$ cat src/rtl/vga_timing_pkg.sv
// Shared 640x480@60 raster constants and coordinate type for the VGA running-line pipeline.
package vga_timing_pkg;

  localparam int unsigned H_ACTIVE = 640;
  localparam int unsigned H_FP     = 16;
  localparam int unsigned H_SYNC   = 96;
  localparam int unsigned H_BP     = 48;
  localparam int unsigned V_ACTIVE = 480;
  localparam int unsigned V_FP     = 10;
  localparam int unsigned V_SYNC   = 2;
  localparam int unsigned V_BP     = 33;

  localparam int unsigned H_TOTAL = H_ACTIVE + H_FP + H_SYNC + H_BP;
  localparam int unsigned V_TOTAL = V_ACTIVE + V_FP + V_SYNC + V_BP;

  localparam int unsigned PIX_CLK_HZ = 25_000_000;

  typedef logic [9:0] coord_t;

endpackage

$ cat src/rtl/sync_delay_line.sv
// Fixed-depth shift register for sync/de bits; DEPTH==0 degenerates to a wire.
module sync_delay_line
  import vga_timing_pkg::*;
#(
  parameter int unsigned          WIDTH   = 3,
  parameter int unsigned          DEPTH   = 1,
  parameter logic [WIDTH-1:0]     RST_VAL = '0
) (
  input  logic             clk_pix,
  input  logic             rst,
  input  logic [WIDTH-1:0] i_d,
  output logic [WIDTH-1:0] o_q
);

  if (DEPTH == 0) begin : g_bypass
    logic w_unused;
    assign w_unused = clk_pix ^ rst;
    assign o_q      = i_d;
  end else begin : g_shift
    logic [WIDTH-1:0] r_sr [DEPTH];

    always_ff @(posedge clk_pix or posedge rst) begin
      if (rst) begin
        for (int unsigned i = 0; i < DEPTH; i++) r_sr[i] <= RST_VAL;
      end else begin
        r_sr[0] <= i_d;
        for (int unsigned i = 1; i < DEPTH; i++) r_sr[i] <= r_sr[i-1];
      end
    end

    assign o_q = r_sr[DEPTH-1];
  end

endmodule

$ cat src/rtl/vga_timing_gen.sv
// Free-running raster counters with registered flags, frame counter and delayed sync/de outputs.
module vga_timing_gen
  import vga_timing_pkg::*;
#(
  parameter int unsigned H_ACTIVE = vga_timing_pkg::H_ACTIVE,
  parameter int unsigned H_FP     = vga_timing_pkg::H_FP,
  parameter int unsigned H_SYNC   = vga_timing_pkg::H_SYNC,
  parameter int unsigned H_BP     = vga_timing_pkg::H_BP,
  parameter int unsigned V_ACTIVE = vga_timing_pkg::V_ACTIVE,
  parameter int unsigned V_FP     = vga_timing_pkg::V_FP,
  parameter int unsigned V_SYNC   = vga_timing_pkg::V_SYNC,
  parameter int unsigned V_BP     = vga_timing_pkg::V_BP,
  parameter logic        H_POL    = 1'b0,
  parameter logic        V_POL    = 1'b0,
  parameter int unsigned PIPE_DLY = 1
) (
  input  logic        clk_pix,
  input  logic        rst,
  output logic [9:0]  sx,
  output logic [9:0]  sy,
  output logic        data_en,
  output logic        line_start,
  output logic        frame_start,
  output logic [15:0] frame_cnt,
  output logic        vga_hsync,
  output logic        vga_vsync,
  output logic        vga_de
);

  localparam int unsigned H_TOT = H_ACTIVE + H_FP + H_SYNC + H_BP;
  localparam int unsigned V_TOT = V_ACTIVE + V_FP + V_SYNC + V_BP;

  if (H_TOT > 1024) begin : g_bad_htotal
    $error("vga_timing_gen: H_TOTAL exceeds 1024");
  end
  if (V_TOT > 1024) begin : g_bad_vtotal
    $error("vga_timing_gen: V_TOTAL exceeds 1024");
  end
  if (PIPE_DLY > 8) begin : g_bad_dly
    $error("vga_timing_gen: PIPE_DLY exceeds 8");
  end

  localparam coord_t SX_LAST = coord_t'(H_TOT - 1);
  localparam coord_t SY_LAST = coord_t'(V_TOT - 1);
  localparam coord_t H_ACT_C = coord_t'(H_ACTIVE);
  localparam coord_t V_ACT_C = coord_t'(V_ACTIVE);
  localparam coord_t HS_BEG  = coord_t'(H_ACTIVE + H_FP);
  localparam coord_t HS_END  = coord_t'(H_ACTIVE + H_FP + H_SYNC);
  localparam coord_t VS_BEG  = coord_t'(V_ACTIVE + V_FP);
  localparam coord_t VS_END  = coord_t'(V_ACTIVE + V_FP + V_SYNC);

  coord_t      r_sx, r_sy;
  coord_t      w_sx_nxt, w_sy_nxt;
  logic        r_de, r_ls, r_fs, r_hs, r_vs;
  logic        w_de, w_ls, w_fs, w_hs, w_vs;
  logic [15:0] r_frame_cnt;
  logic [2:0]  w_dly_out;

  // Flags decode the next counter values so they register alongside sx/sy.
  always_comb begin
    w_sx_nxt = (r_sx == SX_LAST) ? '0 : r_sx + coord_t'(1);
    w_sy_nxt = r_sy;
    if (r_sx == SX_LAST) w_sy_nxt = (r_sy == SY_LAST) ? '0 : r_sy + coord_t'(1);
    w_de = (w_sx_nxt < H_ACT_C) && (w_sy_nxt < V_ACT_C);
    w_ls = (w_sx_nxt == '0);
    w_fs = w_ls && (w_sy_nxt == '0);
    w_hs = ((w_sx_nxt >= HS_BEG) && (w_sx_nxt < HS_END)) ? H_POL : ~H_POL;
    w_vs = ((w_sy_nxt >= VS_BEG) && (w_sy_nxt < VS_END)) ? V_POL : ~V_POL;
  end

  always_ff @(posedge clk_pix or posedge rst) begin
    if (rst) begin
      r_sx        <= SX_LAST;
      r_sy        <= SY_LAST;
      r_de        <= 1'b0;
      r_ls        <= 1'b0;
      r_fs        <= 1'b0;
      r_hs        <= ~H_POL;
      r_vs        <= ~V_POL;
      r_frame_cnt <= '1;
    end else begin
      r_sx <= w_sx_nxt;
      r_sy <= w_sy_nxt;
      r_de <= w_de;
      r_ls <= w_ls;
      r_fs <= w_fs;
      r_hs <= w_hs;
      r_vs <= w_vs;
      if (w_fs) r_frame_cnt <= r_frame_cnt + 16'd1;
    end
  end

  sync_delay_line #(
    .WIDTH  (3),
    .DEPTH  (PIPE_DLY),
    .RST_VAL({~H_POL, ~V_POL, 1'b0})
  ) u_dly (
    .clk_pix(clk_pix),
    .rst    (rst),
    .i_d    ({r_hs, r_vs, r_de}),
    .o_q    (w_dly_out)
  );

  assign sx          = r_sx;
  assign sy          = r_sy;
  assign data_en     = r_de;
  assign line_start  = r_ls;
  assign frame_start = r_fs;
  assign frame_cnt   = r_frame_cnt;
  assign vga_hsync   = w_dly_out[2];
  assign vga_vsync   = w_dly_out[1];
  assign vga_de      = w_dly_out[0];

endmodule
$ cat config.mk
export PLATFORM = sky130hd
export DESIGN_NAME = vga_timing_gen
export DESIGN_NICKNAME = d
export VERILOG_FILES = /design/src/rtl/vga_timing_pkg.sv /design/src/rtl/sync_delay_line.sv /design/src/rtl/vga_timing_gen.sv
export SDC_FILE = /design/constraint.sdc
export NUM_CORES = 1
export LEC_CHECK = 0
export CAP_MARGIN = 10
export CORE_MARGIN = 2
export CORE_UTILIZATION = 30
export DETAILED_ROUTE_END_ITERATION = 10
export PLACE_DENSITY = 0.57
export SETUP_SLACK_MARGIN = 0.05
export SLEW_MARGIN = 20
export SYNTH_ARGS = -nofsm -noshare
export SYNTH_HDL_FRONTEND = slang
export SYNTH_HIERARCHICAL = 1
export SYNTH_SLANG_ARGS = --single-unit
$ cat constraint.sdc
create_clock -name clk_pix -period 5.9 [get_ports clk_pix]
set_clock_uncertainty 0.15 [all_clocks]
set_input_delay 1.18 -clock clk_pix [delete_from_list [all_inputs] [get_ports clk_pix]]
set_output_delay 1.18 -clock clk_pix [all_outputs]
set_load 0.02 [all_outputs]
# == Yosys cells after proc, flatten, opt, wreduce, memory -nomap -nowiden ==
# Index checks and enable logic that the tools add are counted.
# W data, S select, Z words.
# totals
mem_bits_ro,0
memories,0
inputBits,2
word_cells,31
ram_bits,0
output_inout_bits,42
latchBits,0
register_bits,44
# op_classes
div,0
addsub,3
mul,0
muxes,5
bitwise_logic,0
reduce_logical,6
order_cmp,6
n_shift,0
n_eq_ne,2
# op_table
cell,count
$mux W10,3
$add A10 B1 Y10 const B,2
$eq A10 B10 Y1 const B,2
$logic_not A10 Y1,2
$lt A10 B10 Y1 const B,2
$lt A10 B9 Y1 const B,2
$add A16 B1 Y16 const B,1
$ge A10 B10 Y1 const B,1
$ge A10 B9 Y1 const B,1
$logic_and A1 B1 Y1,4
$mux W1,2

# == Logic depth before layout (Yosys ltp) ==
# depth
word_depth,6
ltp_mapped,12
depth_no_buf,9

# == Cells and area by module ==
# Netlist, hierarchy kept.
# modules_own_cells
mod,n_inst,area_per_inst_um2,seq_area_each_um2,cells_per_inst
vga_timing_gen,1,2417.3,1061.0,241
sync_delay_line,1,81.3,77.6,4

# == Least setup slack after synthesis ==
# OpenSTA, ideal clock, no wires.
# synth_path
path_type,reg2reg
start,register r_sx[0] (netlist: sx[0])
end,register r_frame_cnt[1] (netlist: frame_cnt[1])
period_less_slack_ns,3.027
required_ns,5.668
slack_ns,2.873
setup_time_ns,0.082
t_arrival_ns,2.795
path_stages_with_launch,10
path_buffers,1
cell_sequence,dfstp_2 ha_1 and4_4 buf_6 nand3_1 nor3b_1 mux2i_1 nand3_2 or2_4 mux2_4
# synth_between
elab_chain_len,4
elab_cells_between_ends,7
cone_classes,1 x add/sub; 1 x eq/ne; 2 x mux; 3 x reduce/logical
# synth_lines
item,line,source
"start, declared",vga_timing_gen.sv:52,"coord_t r_sx, r_sy;"
"start signal, assigned",vga_timing_gen.sv:82,r_sx <= w_sx_nxt;
$add A10 B1 Y10 / $eq A10 B10 Y1 (equally long branches),"vga_timing_gen.sv:61, vga_timing_gen.sv:63",
"$mux W10, on equally long branches","vga_timing_gen.sv:61, vga_timing_gen.sv:63",
"$logic_not A10 Y1, on equally long branches","vga_timing_gen.sv:65, vga_timing_gen.sv:66",
$logic_and A1 B1 Y1 *,vga_timing_gen.sv:66,w_fs = w_ls && (w_sy_nxt == '0);
"end signal, assigned",vga_timing_gen.sv:89,if (w_fs) r_frame_cnt <= r_frame_cnt + 16'd1;
"end, declared",vga_timing_gen.sv:56,logic [15:0] r_frame_cnt;
# Mark *: on every way between the ends. The rest lies on a longest branch, timed or not.
# A chain may end at the register's enable or synchronous reset.

# == Final worst setup path ==
# Same ends and word-level chain as after synthesis.

==> metrics.log <==
[metrics] run status: complete, no violations
[metrics] clock-pin transition on the worst setup and hold timing paths: around 80 ps
[metrics] final-stage net count: 290
[metrics] Crit Path Category: reg2reg
[metrics] post-layout min period: 3430 ps
[metrics] power share of the sequential group: ~60%
[metrics] clock tree from TritonCTS: done
[metrics] share of the core filled with cells in the final layout: 37.8%
[metrics] number of hold-slack violations in the final timing report: 0
[metrics] buffers plus inverters on the worst setup path: 0
[metrics] number of H-tree branching levels: 2
[metrics] met3 wire length: around 220 um
[metrics] transition at the pin with the smallest max-transition slack: 526 ps
[metrics] count of cells resized by post-cts repair: 0
[metrics] Horiz. Die Dim: 95.3 um
[metrics] number of cells traversed by the worst hold path: 0
[metrics] global-route wire length before repair: 9330 um
[metrics] arrival time at the worst endpoint: 3510 ps
[metrics] number of antenna violations at the first check in global routing: 0
[metrics] max-cap violation count: 0
[metrics] RSZ-0062 raised after global routing: false
[metrics] Worst path max stage delay: 580 ps
[metrics] number of hold-repair buffers added at the cts stage: 0
[metrics] sum of overflow across all layers after global routing: 0
[metrics] worst-case setup margin in the final layout: around 2500 ps
[metrics] crit path cell chain: ha_1 > and4_4 > and3_1 > o21ai_0 > a221oi_2 > nand4_2 > or2_4 > mux2_4
[metrics] most used cells in the layout excluding fill and tap cells: clkdlybuf4s50_1, dfstp_2, nand2_1
[metrics] leading cell type in the layout, fill and taps excluded: clkdlybuf4s50_1
[metrics] headroom to the max-slew limit: 64.7%
[metrics] flip-flop and latch count after synthesis: 44
[metrics] vertical die dimension: 95.3 um
[metrics] Mapped Area: 2500 um2
[metrics] Critical-path top delay cell: dfstp_2
[metrics] postcts setup bufs: 0
[metrics] depth of the worst register-to-register path: 8
[metrics] filler instances: slightly above 800
[metrics] count of unresolved DRC violations after routing: 0
[metrics] fraction of final layout cells with drive strength greater than 1: approximately a fifth
[metrics] Bufs on Longest Clock Path: 2
[metrics] type of element capturing the critical path: register
[metrics] maximum achievable frequency: just under 300 MHz
[metrics] kind of cell adding the most delay to the critical path: simple AND/OR/NAND/NOR gates
[metrics] final slew viol count: 0
[metrics] Root Buffer Master: clkbuf_8
[metrics] number of standard cells in the layout, taps in and fillers out: between 300 and 400
[metrics] internal power of the cells: 0.411 mW
[metrics] via count: 1908
[metrics] Avg Cell Area, Syn: 10.2 um2
[metrics] # setup viols final: 0
[metrics] clock power share: between 40% and 50%
[metrics] later-pin clock latency in the skew report: slightly below 300 ps
[metrics] critical register-to-register path startpoint: sx[0]
[metrics] share of total power consumed by net switching: 20.5%
[metrics] CP required: 5980 ps
[metrics] pin count of the biggest net entering global routing: 42
[metrics] routed vias/inst: 4.90
[metrics] destination of the worst hold path: u_dly/o_q[2]
[metrics] initial core utilization: 30.7%
[metrics] Static Leak: 1.20 nW
[metrics] final routed wirelength across all metal layers: ~5500 um
[metrics] start point of the worst min-delay path: r_hs
[metrics] tightest hold margin: 203 ps
[metrics] Critical Path Source Type: register
[metrics] area growth from synthesis to layout: 23.1%
[metrics] Routed met2 length: 2560 um
[metrics] final weighted congestion in routability-driven placement: about 0.8
[metrics] placed standard-cell area: 2980 um2
[metrics] post-route ant nets: 0
[metrics] synth unique cells: 52
[metrics] number of input and output port buffers inserted: 43
[metrics] fraction of the yosys area taken by sequential cells: 45.6%
[metrics] std cell rows: 33
[metrics] routed length per instance: 14.0 um
[metrics] total track usage: between 10% and 20%
[metrics] net switching power figure: 0.106 mW
[metrics] Pre-Repair DR Iteration Count: 4
[metrics] placed wire-length estimate: 3960 um
[metrics] uppermost signal routing layer after detailed routing: met4
[metrics] Reg-to-Reg End: frame_cnt[1]
[metrics] Reg2Reg Setup Slack: ~2500 ps
[metrics] Synthesis Warnings: 6
[metrics] WL met1: 2630 um
[metrics] largest fanout on the critical path: 15
[metrics] top-level port count: 44
[metrics] pre-CTS setup slack: roughly 2500 ps
[metrics] Die ar.: about 9000 um2
[metrics] # clock sinks: 44
[metrics] CORE AREA: 8130 um2
[metrics] number of clock buffers inserted by TritonCTS: 5
[metrics] cell count after synthesis: 245
[metrics] combinational share of power: 1.3%
[metrics] Final period util: 58.2%
[metrics] Setup Total Neg Slack: 0 ps
[metrics] antenna diode count: 0
[metrics] via count of the first global-routing pass: 1876
[metrics] number of enable flip-flop cells after synthesis: 0
[metrics] dpl cells: 381
[metrics] peak supply drop: 0.0000918 V
[metrics] most common flop cell mapped by yosys: dfstp_2
[metrics] total nets after synthesis: 252
[metrics] FFs w/ async S/R, synth: 100%
[metrics] Iteration-0 DRC Markers: around 140
[metrics] final non-filler cell area: 3080 um2
[metrics] power density cells: 168 nW/um2
[metrics] power consumption: 0.516 mW
[metrics] worst hold path type: reg2reg
## synthesized netlist by cell type (3+ instances only)
library cell,number,share of area (%)
buf_2,4,0.80
nor3_1,8,1.6
and2_1,3,0.75
xor2_1,16,5.6
nand3_1,17,3.4
and3_1,3,0.75
nand4_1,8,2.0
or3_1,6,1.5
dfrtp_1,14,14
a21o_1,4,1.2
o31ai_1,3,0.90
inv_1,13,2.0
a21oi_1,6,1.2
xnor2_1,9,3.2
buf_6,5,2.3
o21ai_0,13,2.6
dfstp_2,30,32
nor4_1,3,0.75
nor2_1,9,1.4
nor3_2,5,2.0
nand2_1,22,3.3
clkbuf_1,4,0.60
ha_1,5,2.5
## state kept, by name, summed over array words and instances (netlist names)
register,flops
frame_start,1
r_vs,1
sy,10
line_start,1
sx,10
data_en,1
r_hs,1
frame_cnt,16
u_dly/o_q,3
## cells by family (layout without fill, tap and decap cells)
kind of cell	count (synthesis)	after routing	share of synthesized area, %
fa+ha+maj	5	5	2.50
mux	3	3	1.40
simple gates	104	104	25.3
xor+xnor	25	25	8.76
compound gates	37	37	10.7
buf+inv	27	66	5.76
flops	44	44	45.6
## worst max path at each step
| stage | start | endpoint | slack [ps] | cells past startpoint |
|---|---|---|---|---|
| global route | sx[0] | frame_cnt[1] | 2210 | 8 |
| floorplan | sx[0] | frame_cnt[1] | 2870 | 9 |
| detailed placement | sx[0] | frame_cnt[1] | 2490 | 8 |
| global placement | sx[0] | frame_cnt[1] | 2580 | 8 |
| CTS | sx[0] | frame_cnt[1] | 2470 | 8 |
| finish | sx[0] | frame_cnt[1] | 2470 | 8 |
## power groups by stage
stage,combinational (mW),sequential [mW],clock (mW)
floorplan,0.00431,0.308,0
global placement,0.00752,0.308,0
detailed placement,0.00766,0.308,0
CTS,0.00767,0.302,0.215
global route,0.00857,0.303,0.232
finish,0.00695,0.302,0.207
## cell type report
type                            count  area [um2]  area share (%)
Multi-Input combinational cell    174        1220            39.5
Sequential cell                    44        1140            37.0
Timing Repair Buffer               44         438            14.2
Tap cell                          105         131            4.27
Clock buffer                        8         100            3.25
Inverter                           14        52.6            1.71
## metal layers
metal,vias up,global-route usage [%]
met3,4,2.61
li1,949,-
met1,904,17.7
met5,-,0
met4,0,3.26
met2,51,21.2
(Power assumes the default switching activity.)
